### config.mk
export PLATFORM = sky130hd
export DESIGN_NAME = sram_stream_fifo
export DESIGN_NICKNAME = d
export VERILOG_FILES = /design/src/rtl/sram_pkg.sv /design/src/rtl/stream_skid2.sv /design/src/rtl/sram_stream_fifo.sv
export SDC_FILE = /design/constraint.sdc
export NUM_CORES = 1
export LEC_CHECK = 0
export BUFFER_PORTS_ARGS = -buffer_cell sky130_fd_sc_hd__buf_4
export CORE_MARGIN = 2
export CORE_UTILIZATION = 58
export CTS_CLUSTER_DIAMETER = 60
export DETAILED_ROUTE_END_ITERATION = 12
export PLACE_DENSITY = 0.83
export SYNTH_ARGS = -nofsm -noshare
export SYNTH_HDL_FRONTEND = slang
export SYNTH_SLANG_ARGS = --single-unit
### constraint.sdc
create_clock -name clk -period 6.4 [get_ports clk]
set_input_delay 1.92 -clock clk [delete_from_list [all_inputs] [get_ports clk]]
set_output_delay 1.92 -clock clk [all_outputs]
set_load 0.02 [all_outputs]
### src/rtl/sram_pkg.sv
// Shared SRAM-side constants for the stream FIFO and its neighbours.
//   SRAM_AW         : SRAM word-address width
//   SRAM_DW         : SRAM data width
//   SRAM_RD_LATENCY : cycles from read issue to valid data (only 1 is supported)
//   op_e            : kind of the most recent SRAM operation
package sram_pkg;

  localparam int unsigned SRAM_AW         = 19;
  localparam int unsigned SRAM_DW         = 8;
  localparam int unsigned SRAM_RD_LATENCY = 1;

  typedef enum logic {
    OpRead  = 1'b0,
    OpWrite = 1'b1
  } op_e;

endpackage

### src/rtl/stream_skid2.sv
// Two-entry valid/ready skid buffer with explicit push/pop and occupancy count.
//   clk_i       : clock
//   rst_ni      : synchronous reset, active-low
//   push_i      : write push_data_i into the tail this cycle
//   push_data_i : data to push
//   pop_i       : consumer ready; pops the head when valid_o is high
//   valid_o     : buffer holds at least one entry
//   data_o      : head entry
//   count_o     : number of entries held (0..2)
module stream_skid2 #(
  parameter int unsigned dw = 8
) (
  input  logic          clk_i,
  input  logic          rst_ni,
  input  logic          push_i,
  input  logic [dw-1:0] push_data_i,
  input  logic          pop_i,
  output logic          valid_o,
  output logic [dw-1:0] data_o,
  output logic [1:0]    count_o
);

  logic [dw-1:0] head_q, head_d;
  logic [dw-1:0] tail_q, tail_d;
  logic [1:0]    count_q, count_d;
  logic          do_pop, do_push;

  always_comb begin
    head_d  = head_q;
    tail_d  = tail_q;
    count_d = count_q;
    do_pop  = pop_i && (count_q != 2'd0);
    // A push into a full buffer is only accepted when the head leaves the same cycle.
    do_push = push_i && ((count_q != 2'd2) || do_pop);

    unique case ({do_push, do_pop})
      2'b01: begin
        head_d  = tail_q;
        count_d = count_q - 2'd1;
      end
      2'b10: begin
        if (count_q == 2'd0) head_d = push_data_i;
        else                 tail_d = push_data_i;
        count_d = count_q + 2'd1;
      end
      2'b11: begin
        if (count_q == 2'd1) begin
          head_d = push_data_i;
        end else begin
          head_d = tail_q;
          tail_d = push_data_i;
        end
      end
      default: ;
    endcase
  end

  always_ff @(posedge clk_i) begin
    if (!rst_ni) begin
      head_q  <= '0;
      tail_q  <= '0;
      count_q <= 2'd0;
    end else begin
      head_q  <= head_d;
      tail_q  <= tail_d;
      count_q <= count_d;
    end
  end

  assign valid_o = (count_q != 2'd0);
  assign data_o  = head_q;
  assign count_o = count_q;

endmodule

### src/rtl/sram_stream_fifo.sv
// Deep stream FIFO whose storage is the external single-port SRAM (via the arbiter).
// Writes from s_* go to a wrapping write pointer; words are prefetched from a wrapping
// read pointer into a 2-entry skid buffer that drives m_*.
//   clk, rst_n                     : clock, synchronous active-low reset
//   s_data/s_valid/s_ready         : write-side stream (handshake == SRAM write issue)
//   m_data/m_valid/m_ready         : read-side stream (skid head)
//   level                          : words accepted and not yet delivered
//   mem_addr/mem_data_wr/mem_en/mem_we : SRAM request, combinational
//   mem_busy                       : arbiter busy, blocks all issues
//   mem_data_rd/mem_valid          : read return, one cycle after a read issue
module sram_stream_fifo
  import sram_pkg::*;
#(
  parameter int unsigned aw = SRAM_AW,
  parameter int unsigned dw = SRAM_DW
) (
  input  logic          clk,
  input  logic          rst_n,
  input  logic [dw-1:0] s_data,
  input  logic          s_valid,
  output logic          s_ready,
  output logic [dw-1:0] m_data,
  output logic          m_valid,
  input  logic          m_ready,
  output logic [aw:0]   level,
  output logic [aw-1:0] mem_addr,
  output logic [dw-1:0] mem_data_wr,
  output logic          mem_en,
  output logic          mem_we,
  input  logic          mem_busy,
  input  logic [dw-1:0] mem_data_rd,
  input  logic          mem_valid
);

  typedef logic [aw:0] cnt_t;

  localparam cnt_t Depth = {1'b1, {aw{1'b0}}};

  logic [aw-1:0] wr_ptr_q, wr_ptr_d;
  logic [aw-1:0] rd_ptr_q, rd_ptr_d;
  cnt_t          occ_q, occ_d;
  logic          rd_inflight_q, rd_inflight_d;
  op_e           last_op_q, last_op_d;

  logic          wr_cand, rd_cand, do_wr, do_rd, rd_return;
  logic          skid_valid;
  logic [dw-1:0] skid_head;
  logic [1:0]    skid_count;

  // Issue scheduler: at most one SRAM op per cycle, alternating when both sides want it.
  // Candidates are gated by rst_n so the request outputs are quiet while reset is held.
  always_comb begin
    wr_cand = rst_n && s_valid && (occ_q != Depth) && !mem_busy;
    // Only prefetch when the skid is guaranteed room for the returning word.
    rd_cand = rst_n && (occ_q != '0) && !mem_busy &&
              ((skid_count + {1'b0, rd_inflight_q}) < 2'd2);
    do_wr   = wr_cand;
    do_rd   = rd_cand;
    if (wr_cand && rd_cand) begin
      do_wr = (last_op_q == OpRead);
      do_rd = !do_wr;
    end
    // Read latency is fixed at one cycle (SRAM_RD_LATENCY), so a single flag suffices.
    rd_return = rd_inflight_q && mem_valid;
  end

  always_comb begin
    s_ready     = do_wr;
    mem_en      = do_wr || do_rd;
    mem_we      = do_wr;
    mem_addr    = '0;
    mem_data_wr = '0;
    if (do_wr) begin
      mem_addr    = wr_ptr_q;
      mem_data_wr = s_data;
    end else if (do_rd) begin
      mem_addr = rd_ptr_q;
    end
    m_valid = rst_n && skid_valid;
    m_data  = rst_n ? skid_head : '0;
    // Fits in aw+1 bits for aw >= 2 (max DEPTH+2).
    level   = rst_n ? (occ_q + cnt_t'(rd_inflight_q) + cnt_t'(skid_count)) : '0;
  end

  always_comb begin
    wr_ptr_d      = wr_ptr_q;
    rd_ptr_d      = rd_ptr_q;
    occ_d         = occ_q;
    rd_inflight_d = rd_inflight_q;
    last_op_d     = last_op_q;
    if (rd_return) rd_inflight_d = 1'b0;
    if (do_wr) begin
      wr_ptr_d  = wr_ptr_q + 1'b1;
      occ_d     = occ_q + 1'b1;
      last_op_d = OpWrite;
    end
    if (do_rd) begin
      rd_ptr_d      = rd_ptr_q + 1'b1;
      occ_d         = occ_q - 1'b1;
      rd_inflight_d = 1'b1;
      last_op_d     = OpRead;
    end
  end

  always_ff @(posedge clk) begin
    if (!rst_n) begin
      wr_ptr_q      <= '0;
      rd_ptr_q      <= '0;
      occ_q         <= '0;
      rd_inflight_q <= 1'b0;
      last_op_q     <= OpRead;
    end else begin
      wr_ptr_q      <= wr_ptr_d;
      rd_ptr_q      <= rd_ptr_d;
      occ_q         <= occ_d;
      rd_inflight_q <= rd_inflight_d;
      last_op_q     <= last_op_d;
    end
  end

  stream_skid2 #(
    .dw (dw)
  ) u_skid (
    .clk_i       (clk),
    .rst_ni      (rst_n),
    .push_i      (rd_return),
    .push_data_i (mem_data_rd),
    .pop_i       (m_ready),
    .valid_o     (skid_valid),
    .data_o      (skid_head),
    .count_o     (skid_count)
  );

endmodule

==> results of run 1 <==
==> cell type report <==
class	count	area share, %
clock inverters	5	1.695
repair buffers	89	10.53
clock buffers	10	2.168
multi-input cells	548	57.76
well taps	111	2.188
flip-flops and latches	78	24.60
inverters	18	1.064
==> metrics by stage <==
step,instances,util (%),hold slack (ns)
after floorplan,681,-,0.4344
after global placement,844,66.35,0.4725
after detailed placement,844,66.35,0.4702
after CTS,859,69.02,0.5001
after global routing,859,69.02,0.5220
final,859,69.02,0.4969
==> final timing paths <==
path	start	endpoint	slack, ns	cells after the start
setup reg to reg	occ_q[5]	occ_q[16]	1.48	12
setup / recovery	occ_q[5]	mem_addr[9]	0.77	7
hold / removal	wr_ptr_q[18]	wr_ptr_q[18]	0.50	1
hold reg to reg	wr_ptr_q[18]	wr_ptr_q[18]	0.50	1
==> metal layers <==
metal  track usage (%)  part of all wire (%)  up-vias
met1             39.11                    43     2619
met5                 0                     0        -
met3             5.895                   7.7       25
li1                  -                     -     2593
met2             45.19                    47      227
met4             9.252                   1.5        0
==> power groups by stage <==
stage | Clock, mW | Sequential [mW] | Combinational (mW)
floorplan | 0 | 0.637 | 0.693
global placement | 0 | 0.669 | 0.871
detailed placement | 0 | 0.674 | 0.900
CTS | 0.464 | 0.663 | 0.910
global route | 0.487 | 0.676 | 1.02
finish | 0.456 | 0.665 | 0.922
==> flip-flops by register name (all words and copies together) (netlist names) <==
| signal | count |
|---|---|
| wr_ptr_q | 19 |
| u_skid.tail_q | 8 |
| occ_q | 20 |
| u_skid.count_o | 2 |
| rd_ptr_q | 19 |
| rd_inflight_q | 1 |
| last_op_q | 1 |
| u_skid.data_o | 8 |
==> placed cells by master, fill, tap and decap left out, drive strengths merged, types with 20 or more instances in the layout <==
cell type  Yosys  routed
buf           16      89
nor2          83      83
dfxtp         78      78
nand2         52      52
nand3         32      32
a21oi         31      31
xnor2         31      31
and3          28      28
ha            26      26
xor2          25      25
nand4         25      25
nor3          20      20
==> kinds of logic (layout without fill, tap and decap cells) <==
| logic type | after synthesis | in the layout | synth area share, % |
|---|---|---|---|
| and+or+nand+nor | 312 | 312 | 30.04 |
| muxes | 15 | 15 | 2.747 |
| adders and majority gates | 29 | 29 | 7.051 |
| DFF | 78 | 78 | 28.57 |
| xor gates and xnor gates | 56 | 56 | 8.974 |
| AOI/OAI and AO/OA | 136 | 136 | 18.27 |
| buffers and inverters | 55 | 122 | 4.350 |
==> summary.md, run 1 <==
| Metric | Value |
|---|---|
| DR pass1 iterations | `6` |
| Area of the core | `0.009196 mm²` |
| Synth unique cells | `66` |
| Number of synthesized register bits | `78` |
| Max-cap viol count | `0` |
| Worst-path clk slew | `approximately 0.080 ns` |
| WS Path Type | `flop to output port` |
| Worst-margin pin slew | `about 1.2 ns` |
| Nets | `795` |
| Final worst slack | `about 0.77 ns` |
| Layout cells sized above 1 | `16.58%` |
| RSZ-0062 raised after global routing | `false` |
| Cell with the most instances after synthesis | `nor2_1` |
| Crit-path max FO | `14` |
| Synthesized net count | `732` |
| Min cycle time layout | `between 5 and 6 ns` |
| Ranking of synthesized cells by area | `dfxtp_1 29%, ha_1 6.0%, nor2_1 5.7%` |
| Switch share | `around two fifths` |
| Syn avg cell area | `~8 µm²` |
| Register area share after synthesis | `between 20 and 30%` |
| Post-synth EDFFs | `0` |
| Post-Route Setup TNS | `0 ns` |
| Status | `complete, no violations` |
| Psw | `0.8512 mW` |
| CTS Buffer Depth | `2` |
| Vias in the first global route | `between 5000 and 6000` |
| CTS Hold Bufs | `0` |
| Ant. Diodes | `0` |
| H-tree depth | `3` |
| Crit-path max cell delay | `about 0.98 ns` |
| Worst path bufs/invs | `2` |
| Comb power frac | `between 40% and 50%` |
| Type of the worst min-delay path | `flop to flop` |
| PwrDens | `approximately 320 mW/mm²` |
| TritonCTS clock tree | `done` |
| Area added between synthesis and finish | `16.14%` |
| Port bufs | `80` |
| First-pass GRT wire length | `~24 mm` |
| Gr usage total | `between 20% and 30%` |
| CP Data Required Time | `about 4.5 ns` |
| Synthesized area | `approximately 0.0055 mm²` |
| Sequential share of power | `about a third` |
| Num CTS Buffers | `9` |
| Clock power share | `between 20 and 25%` |
| Fillers | `737` |
| Post-DP Area | `approximately 0.006 mm²` |
| # IOs | `about 80` |
| Cts repair resizes | `0` |
| Initial Util | `about 59%` |
| Peak VDD IR | `roughly 0.00021 V` |
| Ys async rst share | `0%` |
| Vias/cell | `between 6 and 7` |
| Synth warnings | `0` |
| Die ar. | `0.01022 mm²` |
| Post-synth top cells | `83 x nor2_1, 78 x dfxtp_1, 52 x nand2_1` |
| Final clock skew | `around 0.013 ns` |
| Drc violations | `0` |
| Crit start category | `flop` |
| HPWL Detailed | `approximately 11 mm` |
| WL/cell | `16.95 µm` |
| Gr ovfl total | `0` |
| Sequential cell area | `roughly 0.0016 mm²` |
| Cell chain of the critical path | `or4_1 -> or4_1 -> o31ai_2 -> nor2_1 -> buf_4 -> a22o_1 -> buf_4` |
| Std-Cell Rows | `35` |
| Slew HR | `21.74%` |
| Antenna viol nets, final | `0` |
| Initial DRC Count | `447` |
| Post-synth top area share | `28.57%` |
| Pins over their slew limit | `0` |
| Largest net degree at the start of global routing | `43` |
| Internal power | `~1.2 mW` |
| Initial antenna violation count | `0` |
| Final hold violations | `0` |
| Chip height | `approximately 100 µm` |
| Period utilization | `slightly below 90%` |
| Worst-Skew Late Latency | `approximately 0.35 ns` |
| F_max | `about 180 MHz` |
| Gate Count Post-Synth | `just under 700` |
| # Post-CTS Setup Buffers | `0` |
| Placement Setup Slack | `between 0.9 and 1 ns` |
| Root Driver | `clkbuf_8` |
| Top_reg_cell synth | `dfxtp_1` |
| Multi-input gate area in the final layout | `~0.0037 mm²` |
| Placer congestion estimate | `0.9546` |
| Clock Sinks | `78` |
| Pwr Total | `between 2 and 2.5 mW` |
| Setup violators final | `0` |
| Yosys top cell by area | `dfxtp_1` |
| Routed wire length | `14.56 mm` |
| P_leak | `approximately 2.6 nW` |
| CP max stage cell | `o31ai_2` |
| CP top delay family | `simple AND/OR/NAND/NOR gates` |
| Vias | `~5500` |
| Worst EP arrival | `3.71 ns` |
| Die width | `roughly 100 µm` |
| Final Instance Area | `around 0.0063 mm²` |
| Critical Path Sink Type | `output port` |
(Power assumes the default switching activity.)
==> run 2, diff against run 1 <==
--- a/config.mk
+++ b/config.mk
@@ -10,6 +10,7 @@
 export CORE_UTILIZATION = 58
 export CTS_CLUSTER_DIAMETER = 60
 export DETAILED_ROUTE_END_ITERATION = 12
+export GPL_TIMING_DRIVEN = 0
 export PLACE_DENSITY = 0.83
 export SYNTH_ARGS = -nofsm -noshare
 export SYNTH_HDL_FRONTEND = slang
==> run 2 against run 1 <==
  * Core utilization is 0.37 points higher
  * Non-clock buffer count is 27 higher
  * Cell count is 3.3% higher
  * Global-route usage is 1.6 points higher
  * Worst hold slack better by 0.0098 ns
  * Critical endpoint is now mem_en
==> summary.md, run 2 (same netlist as run 1, synthesis figures left out) <==
| Metric | Value |
|---|---|
| Biggest register | `occ_q` |
| Routed wire length | `15.23 mm (+4.6%)` |
| # IOs | `81 (unchanged)` |
| DR pass1 iterations | `5 (-1)` |
| CTS Hold Bufs | `0 (unchanged)` |
| Min cycle time layout | `5.922 ns (+0.2938 ns)` |
| Most frequent cells in the layout | `83 x nor2_1, 83 x buf_4, 78 x dfxtp_1` |
| Root Driver | `clkbuf_8` |
| Worst r2r path cells | `14 (+2)` |
| R2r setup slk | `1.51 ns (+0.03 ns)` |
| CTS Buffer Depth | `2 (unchanged)` |
| Nets | `822 (+3.4%)` |
| Placer congestion estimate | `0.9264 (-3.0%)` |
| Largest registers | `occ_q (20), rd_ptr_q (19), wr_ptr_q (19)` |
| Hold_ws | `0.5067 ns (+0.009788 ns)` |
| Status | `complete, no violations` |
| Ant. Diodes | `0 (unchanged)` |
| Critical Path Sink Type | `output port` |
| Worst-margin pin slew | `0.9110 ns (-0.2559 ns)` |
| Chip height | `101.1 µm (unchanged)` |
| Final clock skew | `0.01324 ns (+0.0005056 ns)` |
| Setup violators final | `0 (unchanged)` |
| Clock Sinks | `78 (unchanged)` |
| F_max | `168.9 MHz (-5.0%)` |
| WL/cell | `17.17 µm (+1.3%)` |
| Initial DRC Count | `402 (-10%)` |
| Layout cells sized above 1 | `16.37% (-0.21 points)` |
| Max reg flops | `20 (unchanged)` |
| Reg2reg end | `occ_q[17]` |
| Die width | `101.1 µm (unchanged)` |
| Vias | `5575 (+2.0%)` |
| Initial Util | `59.43% (unchanged)` |
| Crit-path max FO | `10 (-4)` |
| RSZ-0062 raised after global routing | `false` |
| Area of the core | `0.009196 mm² (unchanged)` |
| P_leak | `2.641 nW (-0.14%)` |
| Pins over their slew limit | `0 (unchanged)` |
| TritonCTS clock tree | `done` |
| Final hold violations | `0 (unchanged)` |
| CP Data Required Time | `4.48 ns (about the same)` |
| Peak VDD IR | `0.0002170 V (+3.1%)` |
| Worst reg2reg startpoint | `occ_q[5]` |
| PwrDens | `307.1 mW/mm² (-4.6%)` |
| Port bufs | `79 (-1.3%)` |
| Period utilization | `92.53% (+4.6 points)` |
| Area added between synthesis and finish | `16.76%` |
| Vias in the first global route | `5202 (+4.0%)` |
| Drc violations | `0 (unchanged)` |
| Initial antenna violation count | `0 (unchanged)` |
| First-pass GRT wire length | `24.68 mm (+4.5%)` |
| Std-Cell Rows | `35 (unchanged)` |
| Vias/cell | `6.285 (-1.2%)` |
| Num CTS Buffers | `9 (unchanged)` |
| Fillers | `794 (+7.7%)` |
| Gr usage total | `30.24% (+1.6 points)` |
| Max-cap viol count | `0 (unchanged)` |
| H-tree depth | `3 (unchanged)` |
| Worst-path clk slew | `0.09 ns (about the same)` |
| Worst EP arrival | `4.00 ns (+0.29 ns)` |
| WS Path Type | `input port to output port` |
| # Post-CTS Setup Buffers | `0 (unchanged)` |
| Worst-Skew Late Latency | `0.37 ns (+0.02 ns)` |
| Die ar. | `0.01022 mm² (unchanged)` |
| Worst Setup EP | `mem_en` |
| Crit. Startpoint | `rst_n` |
| Crit start category | `input port` |
| Antenna viol nets, final | `0 (unchanged)` |
| Gr ovfl total | `0 (unchanged)` |
| Cts repair resizes | `0 (unchanged)` |
| Type of the worst min-delay path | `flop to flop` |
| HPWL Detailed | `11.44 mm (+8.9%)` |
| Largest net degree at the start of global routing | `30 (-30%)` |
| Slew HR | `39.26% (+18 points)` |
| Post-Route Setup TNS | `0 ns (unchanged)` |
## run 2: worst max-delay path: stages
cell	delay (ns)
clkbuf_1	0.29
nand2b_1	0.20
a21oi_2	0.40
o22ai_1	0.28
inv_2	0.22
clkbuf_1	0.44
buf_4	0.24
## run 2: worst min path at each step
stage / from / to / slack (ns) / depth (start not counted)
floorplan: wr_ptr_q[18] / wr_ptr_q[18] / 0.43 / 1
global placement: wr_ptr_q[18] / wr_ptr_q[18] / 0.47 / 1
detailed placement: u_skid.tail_q[2] / u_skid.tail_q[2] / 0.48 / 2
CTS: u_skid.tail_q[2] / u_skid.tail_q[2] / 0.51 / 2
global route: wr_ptr_q[17] / wr_ptr_q[17] / 0.54 / 2
finish: u_skid.tail_q[2] / u_skid.tail_q[2] / 0.51 / 2
## run 2: cell type report
cell class / instances / area (µm²) / area share, %
well taps: 111 / 138.9 / 2.176
inverters: 18 / 67.56 / 1.059
clock inverters: 7 / 56.30 / 0.8824
clock buffers: 9 / 123.9 / 1.941
multi-input cells: 548 / 3670 / 57.51
plain buffers: 37 / 170.2 / 2.667
flip-flops and latches: 78 / 1562 / 24.47
repair buffers: 79 / 593.1 / 9.294
## run 2: power by group
group	leakage, nW	internal [mW]	switching (mW)
Combinational	1.92	0.375	0.571
Clock	0.0902	0.145	0.209
Sequential	0.633	0.560	0.101
## run 2: routing by layer
metal / global-route usage [%] / wire [µm]
met4: 9.979 / 248
met1: 40.63 / 6767
met5: 0 / 0
met2: 48.75 / 7056
met3: 5.825 / 1154
## run 2: through the flow
stage	setup slack, ns	power [mW]	utilization, %	cell area (µm²)	instances
after CTS	0.2126	1.946	69.35	6377	887
after floorplan	0.8325	1.331	-	5465	681
after detailed placement	0.2184	1.592	67.39	6197	871
after global placement	0.2331	1.562	67.39	6197	871
final	0.4778	1.960	69.39	6381	887
after global routing	0.2889	2.098	69.39	6381	887
